File: src/rtl/iob_tdp_fifo_ctrl_pkg.sv
// Shared constants for the TDP-RAM backed FIFO controller: default geometry,
// pointer width and threshold defaults.
package iob_tdp_fifo_ctrl_pkg;

  localparam int DEF_DATA_W    = 8;
  localparam int DEF_ADDR_W    = 4;
  localparam int DEF_PTR_W     = DEF_ADDR_W + 1;
  localparam int DEF_DEPTH     = 2 ** DEF_ADDR_W;
  localparam int DEF_AFULL_TH  = 12;
  localparam int DEF_AEMPTY_TH = 2;

  function automatic int fifo_depth(input int addr_w);
    return 2 ** addr_w;
  endfunction

endpackage

File: src/rtl/iob_fifo_ptr.sv
// FIFO pointer: PTR_W-bit counter with increment enable and asynchronous clear.
// The MSB acts as the wrap bit that separates full from empty.
module iob_fifo_ptr
  import iob_tdp_fifo_ctrl_pkg::*;
#(
  parameter int PTR_W = DEF_PTR_W
) (
  input  logic             clk,
  input  logic             rst_n,
  input  logic             inc,
  output logic [PTR_W-1:0] ptr
);

  always_ff @(posedge clk or negedge rst_n) begin
    if (!rst_n) begin
      ptr <= '0;
    end else if (inc) begin
      ptr <= ptr + PTR_W'(1);
    end
  end

endmodule

File: src/rtl/iob_tdp_fifo_ctrl.sv
// Synchronous FIFO controller driving an external true dual-port RAM:
// port A writes, port B reads; pointers, level and flags live here.
module iob_tdp_fifo_ctrl
  import iob_tdp_fifo_ctrl_pkg::*;
#(
  parameter int DATA_W    = DEF_DATA_W,
  parameter int ADDR_W    = DEF_ADDR_W,
  parameter int AFULL_TH  = DEF_AFULL_TH,
  parameter int AEMPTY_TH = DEF_AEMPTY_TH
) (
  input  logic              clk,
  input  logic              rst_n,
  input  logic              w_en,
  input  logic [DATA_W-1:0] w_data,
  output logic              w_full,
  input  logic              r_en,
  output logic [DATA_W-1:0] r_data,
  output logic              r_valid,
  output logic              r_empty,
  output logic [ADDR_W:0]   level,
  output logic              almost_full,
  output logic              almost_empty,
  output logic              ram_en_a,
  output logic              ram_we_a,
  output logic [ADDR_W-1:0] ram_addr_a,
  output logic [DATA_W-1:0] ram_data_a,
  output logic              ram_en_b,
  output logic              ram_we_b,
  output logic [ADDR_W-1:0] ram_addr_b,
  input  logic [DATA_W-1:0] ram_q_b
);

  localparam int               PTR_W     = ADDR_W + 1;
  localparam logic [PTR_W-1:0] AFULL_V   = PTR_W'(AFULL_TH);
  localparam logic [PTR_W-1:0] AEMPTY_V  = PTR_W'(AEMPTY_TH);
  localparam logic             AFULL_RST = (AFULL_TH == 0);

  logic [PTR_W-1:0] wptr, rptr;
  logic [PTR_W-1:0] wptr_nxt, rptr_nxt, level_nxt;
  logic             wr_ok, rd_ok;
  logic             vld_p1;

  function automatic logic ptr_full(input logic [PTR_W-1:0] wp, input logic [PTR_W-1:0] rp);
    return (wp[ADDR_W] != rp[ADDR_W]) && (wp[ADDR_W-1:0] == rp[ADDR_W-1:0]);
  endfunction

  // Accept stage: flags gate requests; RAM ports are driven combinationally
  assign wr_ok = w_en & ~w_full;
  assign rd_ok = r_en & ~r_empty;

  assign ram_en_a   = wr_ok;
  assign ram_we_a   = wr_ok;
  assign ram_addr_a = wptr[ADDR_W-1:0];
  assign ram_data_a = w_data;

  assign ram_en_b   = rd_ok;
  assign ram_we_b   = 1'b0;
  assign ram_addr_b = rptr[ADDR_W-1:0];

  iob_fifo_ptr #(.PTR_W(PTR_W)) u_wptr (
    .clk   (clk),
    .rst_n (rst_n),
    .inc   (wr_ok),
    .ptr   (wptr)
  );

  iob_fifo_ptr #(.PTR_W(PTR_W)) u_rptr (
    .clk   (clk),
    .rst_n (rst_n),
    .inc   (rd_ok),
    .ptr   (rptr)
  );

  // Flags are derived from the post-edge pointers so they are valid right after the accepting edge
  assign wptr_nxt  = wptr + PTR_W'(wr_ok);
  assign rptr_nxt  = rptr + PTR_W'(rd_ok);
  assign level_nxt = wptr_nxt - rptr_nxt;

  always_ff @(posedge clk or negedge rst_n) begin
    if (!rst_n) begin
      level        <= '0;
      w_full       <= 1'b0;
      r_empty      <= 1'b1;
      almost_full  <= AFULL_RST;
      almost_empty <= 1'b1;
      vld_p1       <= 1'b0;
    end else begin
      level        <= level_nxt;
      w_full       <= ptr_full(wptr_nxt, rptr_nxt);
      r_empty      <= (wptr_nxt == rptr_nxt);
      almost_full  <= (level_nxt >= AFULL_V);
      almost_empty <= (level_nxt <= AEMPTY_V);
      vld_p1       <= rd_ok;
    end
  end

  // Data stage: the RAM registers port B, so its output lines up with vld_p1
  assign r_valid = vld_p1;
  assign r_data  = ram_q_b;

endmodule

File: config.mk
export PLATFORM = sky130hd
export DESIGN_NAME = iob_tdp_fifo_ctrl
export DESIGN_NICKNAME = d
export VERILOG_FILES = /design/src/rtl/iob_tdp_fifo_ctrl_pkg.sv /design/src/rtl/iob_fifo_ptr.sv /design/src/rtl/iob_tdp_fifo_ctrl.sv
export SDC_FILE = /design/constraint.sdc
export NUM_CORES = 1
export LEC_CHECK = 0
export BUFFER_PORTS_ARGS = -buffer_cell sky130_fd_sc_hd__buf_2
export CORE_ASPECT_RATIO = 1.25
export CORE_MARGIN = 3
export CORE_UTILIZATION = 34
export DETAILED_ROUTE_END_ITERATION = 10
export SLEW_MARGIN = 30
export SYNTH_ARGS = -nofsm -noshare
export SYNTH_HDL_FRONTEND = slang
export SYNTH_HIERARCHICAL = 1
export SYNTH_SLANG_ARGS = --single-unit
export TNS_END_PERCENT = 5
File: constraint.sdc
create_clock -name clk -period 3.2 [get_ports clk]
set_clock_uncertainty 0.15 [all_clocks]
set_input_delay 0.64 -clock clk [delete_from_list [all_inputs] [get_ports clk]]
set_output_delay 0.64 -clock clk [all_outputs]
set_load 0.01 [all_outputs]
==> results.cfg <==
[route]
drt-pass1-iter-count = 2
drt.antenna.violating_nets = 0
via_per_inst = 4.75
post_drt_wl_per_cell_microns = 12.9
drcViolationCount = 0
via_count = 693
drt_iter0_markers = 19
drt_wl_total_microns = 1880

[timing]
hold_viol = 0
period_share = 0.810
finalCriticalPeriod_ps = 2590
timing.setup.tns_ps = 0
setup_viol_count_final = 0
fmax_mhz = 386
slew_violations = 0
rsz0062_at_grt = no

[cts]
clk_latency_ps = 300
cts_buffer_depth = 2
cts-hold-fix-buffers = 0
postCtsSetupRepairBufs = 0
clkTransAtPathRegs_ps = 100
cts-root-buf = clkbuf_4
cts_tree = done
cts.sinks = 20
cts_buffers = 3
htreeDepth = 1
cts_resized = 0

[logic_synthesis]
synth_top_family_by_area = XOR/XNOR gates
synth_compound_area_frac = 0.0373
synth_cell_type_count = 23
synth_top_area_share = 0.395
async_flop_share = 1.00
yosys.area_share.simple = 0.0866
synth_area_leaders = dfrtp_1 (39%), buf_4 (12%), ha_1 (9.9%), xnor2_1 (7.7%), xor2_1 (5.4%)
yosysWarnings = 6
synth-main-ff-cell = dfrtp_1
synth-adder-area-share = 0.116
synthesis.instances = 98
syn_area_sq_mm = 0.00114
synth-xor-area-share = 0.164
yosysTopAreaCell = dfrtp_1
yosysSeqAreaShare = 0.441
synth_common_cells = buf_4 (18), dfrtp_1 (18), xnor2_1 (10)
yosys_register_bits = 20
synth_edf_count = 0
syn_nets = 128
synthMuxAreaShare = 0.0197
syn_avg_cell_area_sq_um = 11.6

[global_route]
grt_pass1_vias = 666
met1_usage = 0.114
grt_overflow = 0
grt_usage = 0.0983
antenna_found_initial = 0
grt_max_degree = 21
use_met2 = 0.144
grt.busiest_layer = met2
met3_usage = 0.0383
grt_pass1_wl_microns = 3040

[worst_setup_path]
cp.required_ps = 3260
worstPathMaxFanout = 4
startpoint_type = flip-flop
crit_slowest_cell = dfstp_2
crit_chain = nor2b_1, ha_1, ha_1, xnor2_1, ha_1, a21oi_1, o21ai_0, xor2_1, a2111oi_2
slowest_delay_ps = 540
crit_path_frequent_cell = ha_1
worst_setup_path_end_kind = flip-flop
critical_path_class = flip-flop to flip-flop
arrival_ps = 2650

[power]
leakagePower_uw = 0.000600
power_uw = 1770
cellPowerDensity_mw_per_mm2 = 1450
ir_worst_vdd_mv = 0.577

[place]
gp_congestion = 0.772
io_buffers = 24
dpl.hpwl_microns = 1470
placed_cells_incl_taps = 142

[floorplan]
dieArea_sq_mm = 0.00409
rows = 22
die-height_microns = 70.8
coreArea_sq_mm = 0.00308
start_util = 0.370
die_w_microns = 57.8
pin_count = 58

[layout]
drive_gt1_frac = 0.327
layout.cells.non_filler = 146
syn2layout_area_growth_pct = 7.13
insertedDiodeCount = 0
final_util = 0.397
num-nets-final = 141

[status]
status = finished, final reports clean

[flow_run]
maxCapViolCount = 0

[hold_path]
hold_class = primary input to asynchronous set/reset pin
==> cell usage in the layout (no fill, tap or decap), types with 2 or more instances in the layout <==
cell type and count:
mux2_2 2, o21ai_0 2, nand3_1 4, nand4_1 4, xor2_1 7, buf_4 2, buf_2 24, a21oi_1 2
xnor2_1 10, ha_1 9, and3_1 2, inv_1 4, nor2b_1 2, dfstp_2 2, nand2_1 4, clkbuf_4 3
dfrtp_1 18
==> sequential cells by signal, indices dropped and copies added (netlist names) <==
name and flops:
almost_empty 1, almost_full 1, level 5, r_empty 1
r_valid 1, u_rptr/ptr 5, u_wptr/ptr 5, w_full 1
==> power by group <==
part	switching (uW)	internal, uW	leakage (uW)	total (uW)
clock	76.5	69.5	0.0000210	146
combinational	602	496	0.000345	1100
sequential	118	408	0.000233	526
==> critical path, delay by kind of cell (launching register included) <==
family / cells / cell delay [ps]
adders and majority gates: 3 / 740
AOI/OAI and AO/OA: 3 / 590
DFF: 1 / 540
xor gates and xnor gates: 2 / 430
and+or+nand+nor: 1 / 50
==> per-layer routing <==
layer / part of all wire / wire [microns]
met3: 0.078 / 147
met2: 0.48 / 911
met5: 0 / 0
met4: 0.028 / 53
met1: 0.41 / 769
==> kinds of logic (layout without fill, tap and decap cells) <==
kind of cell,count (synthesis),after routing
muxes,2,2
adders and majority gates,10,10
other,1,1
DFF,20,20
xor gates and xnor gates,19,19
and+or+nand+nor,18,18
AOI/OAI and AO/OA,6,6
buffers and inverters,22,34
==> area by class of cell <==
type / count / area (sq um)
tap: 36 / 45.0
inverter: 4 / 15.0
fill: 315 / 1860
sequential: 20 / 503
timing repair buffer: 26 / 135
clock buffer: 4 / 36.3
multi-input combinational: 56 / 488
==> path summary, 6_finish.rpt <==
path                                from       endpoint  slack, ps  cells after the start
min reg2reg                u_rptr/ptr[4]  u_rptr/ptr[4]        350                      1
max                              r_empty   almost_empty        610                      9
max in group asynchronous          rst_n   almost_empty       2460                      1
max reg2reg                      r_empty   almost_empty        610                      9
min in group clk           u_rptr/ptr[4]  u_rptr/ptr[4]        350                      1
min                                rst_n        r_valid        110                      1
==> metrics by stage <==
| stage | setup WS [ps] | hold WS, ps | instance area, sq um |
|---|---|---|---|
| 2_1_floorplan | 192 | 194 | 1140 |
| 6_report | 607 | 108 | 1220 |
| 3_5_place_dp | 321 | 331 | 1190 |
| 4_1_cts | 593 | 110 | 1220 |
| 3_3_place_gp | 369 | 334 | 1190 |
| 5_1_grt | 437 | 124 | 1220 |
Power figures use the tool's default switching activity.
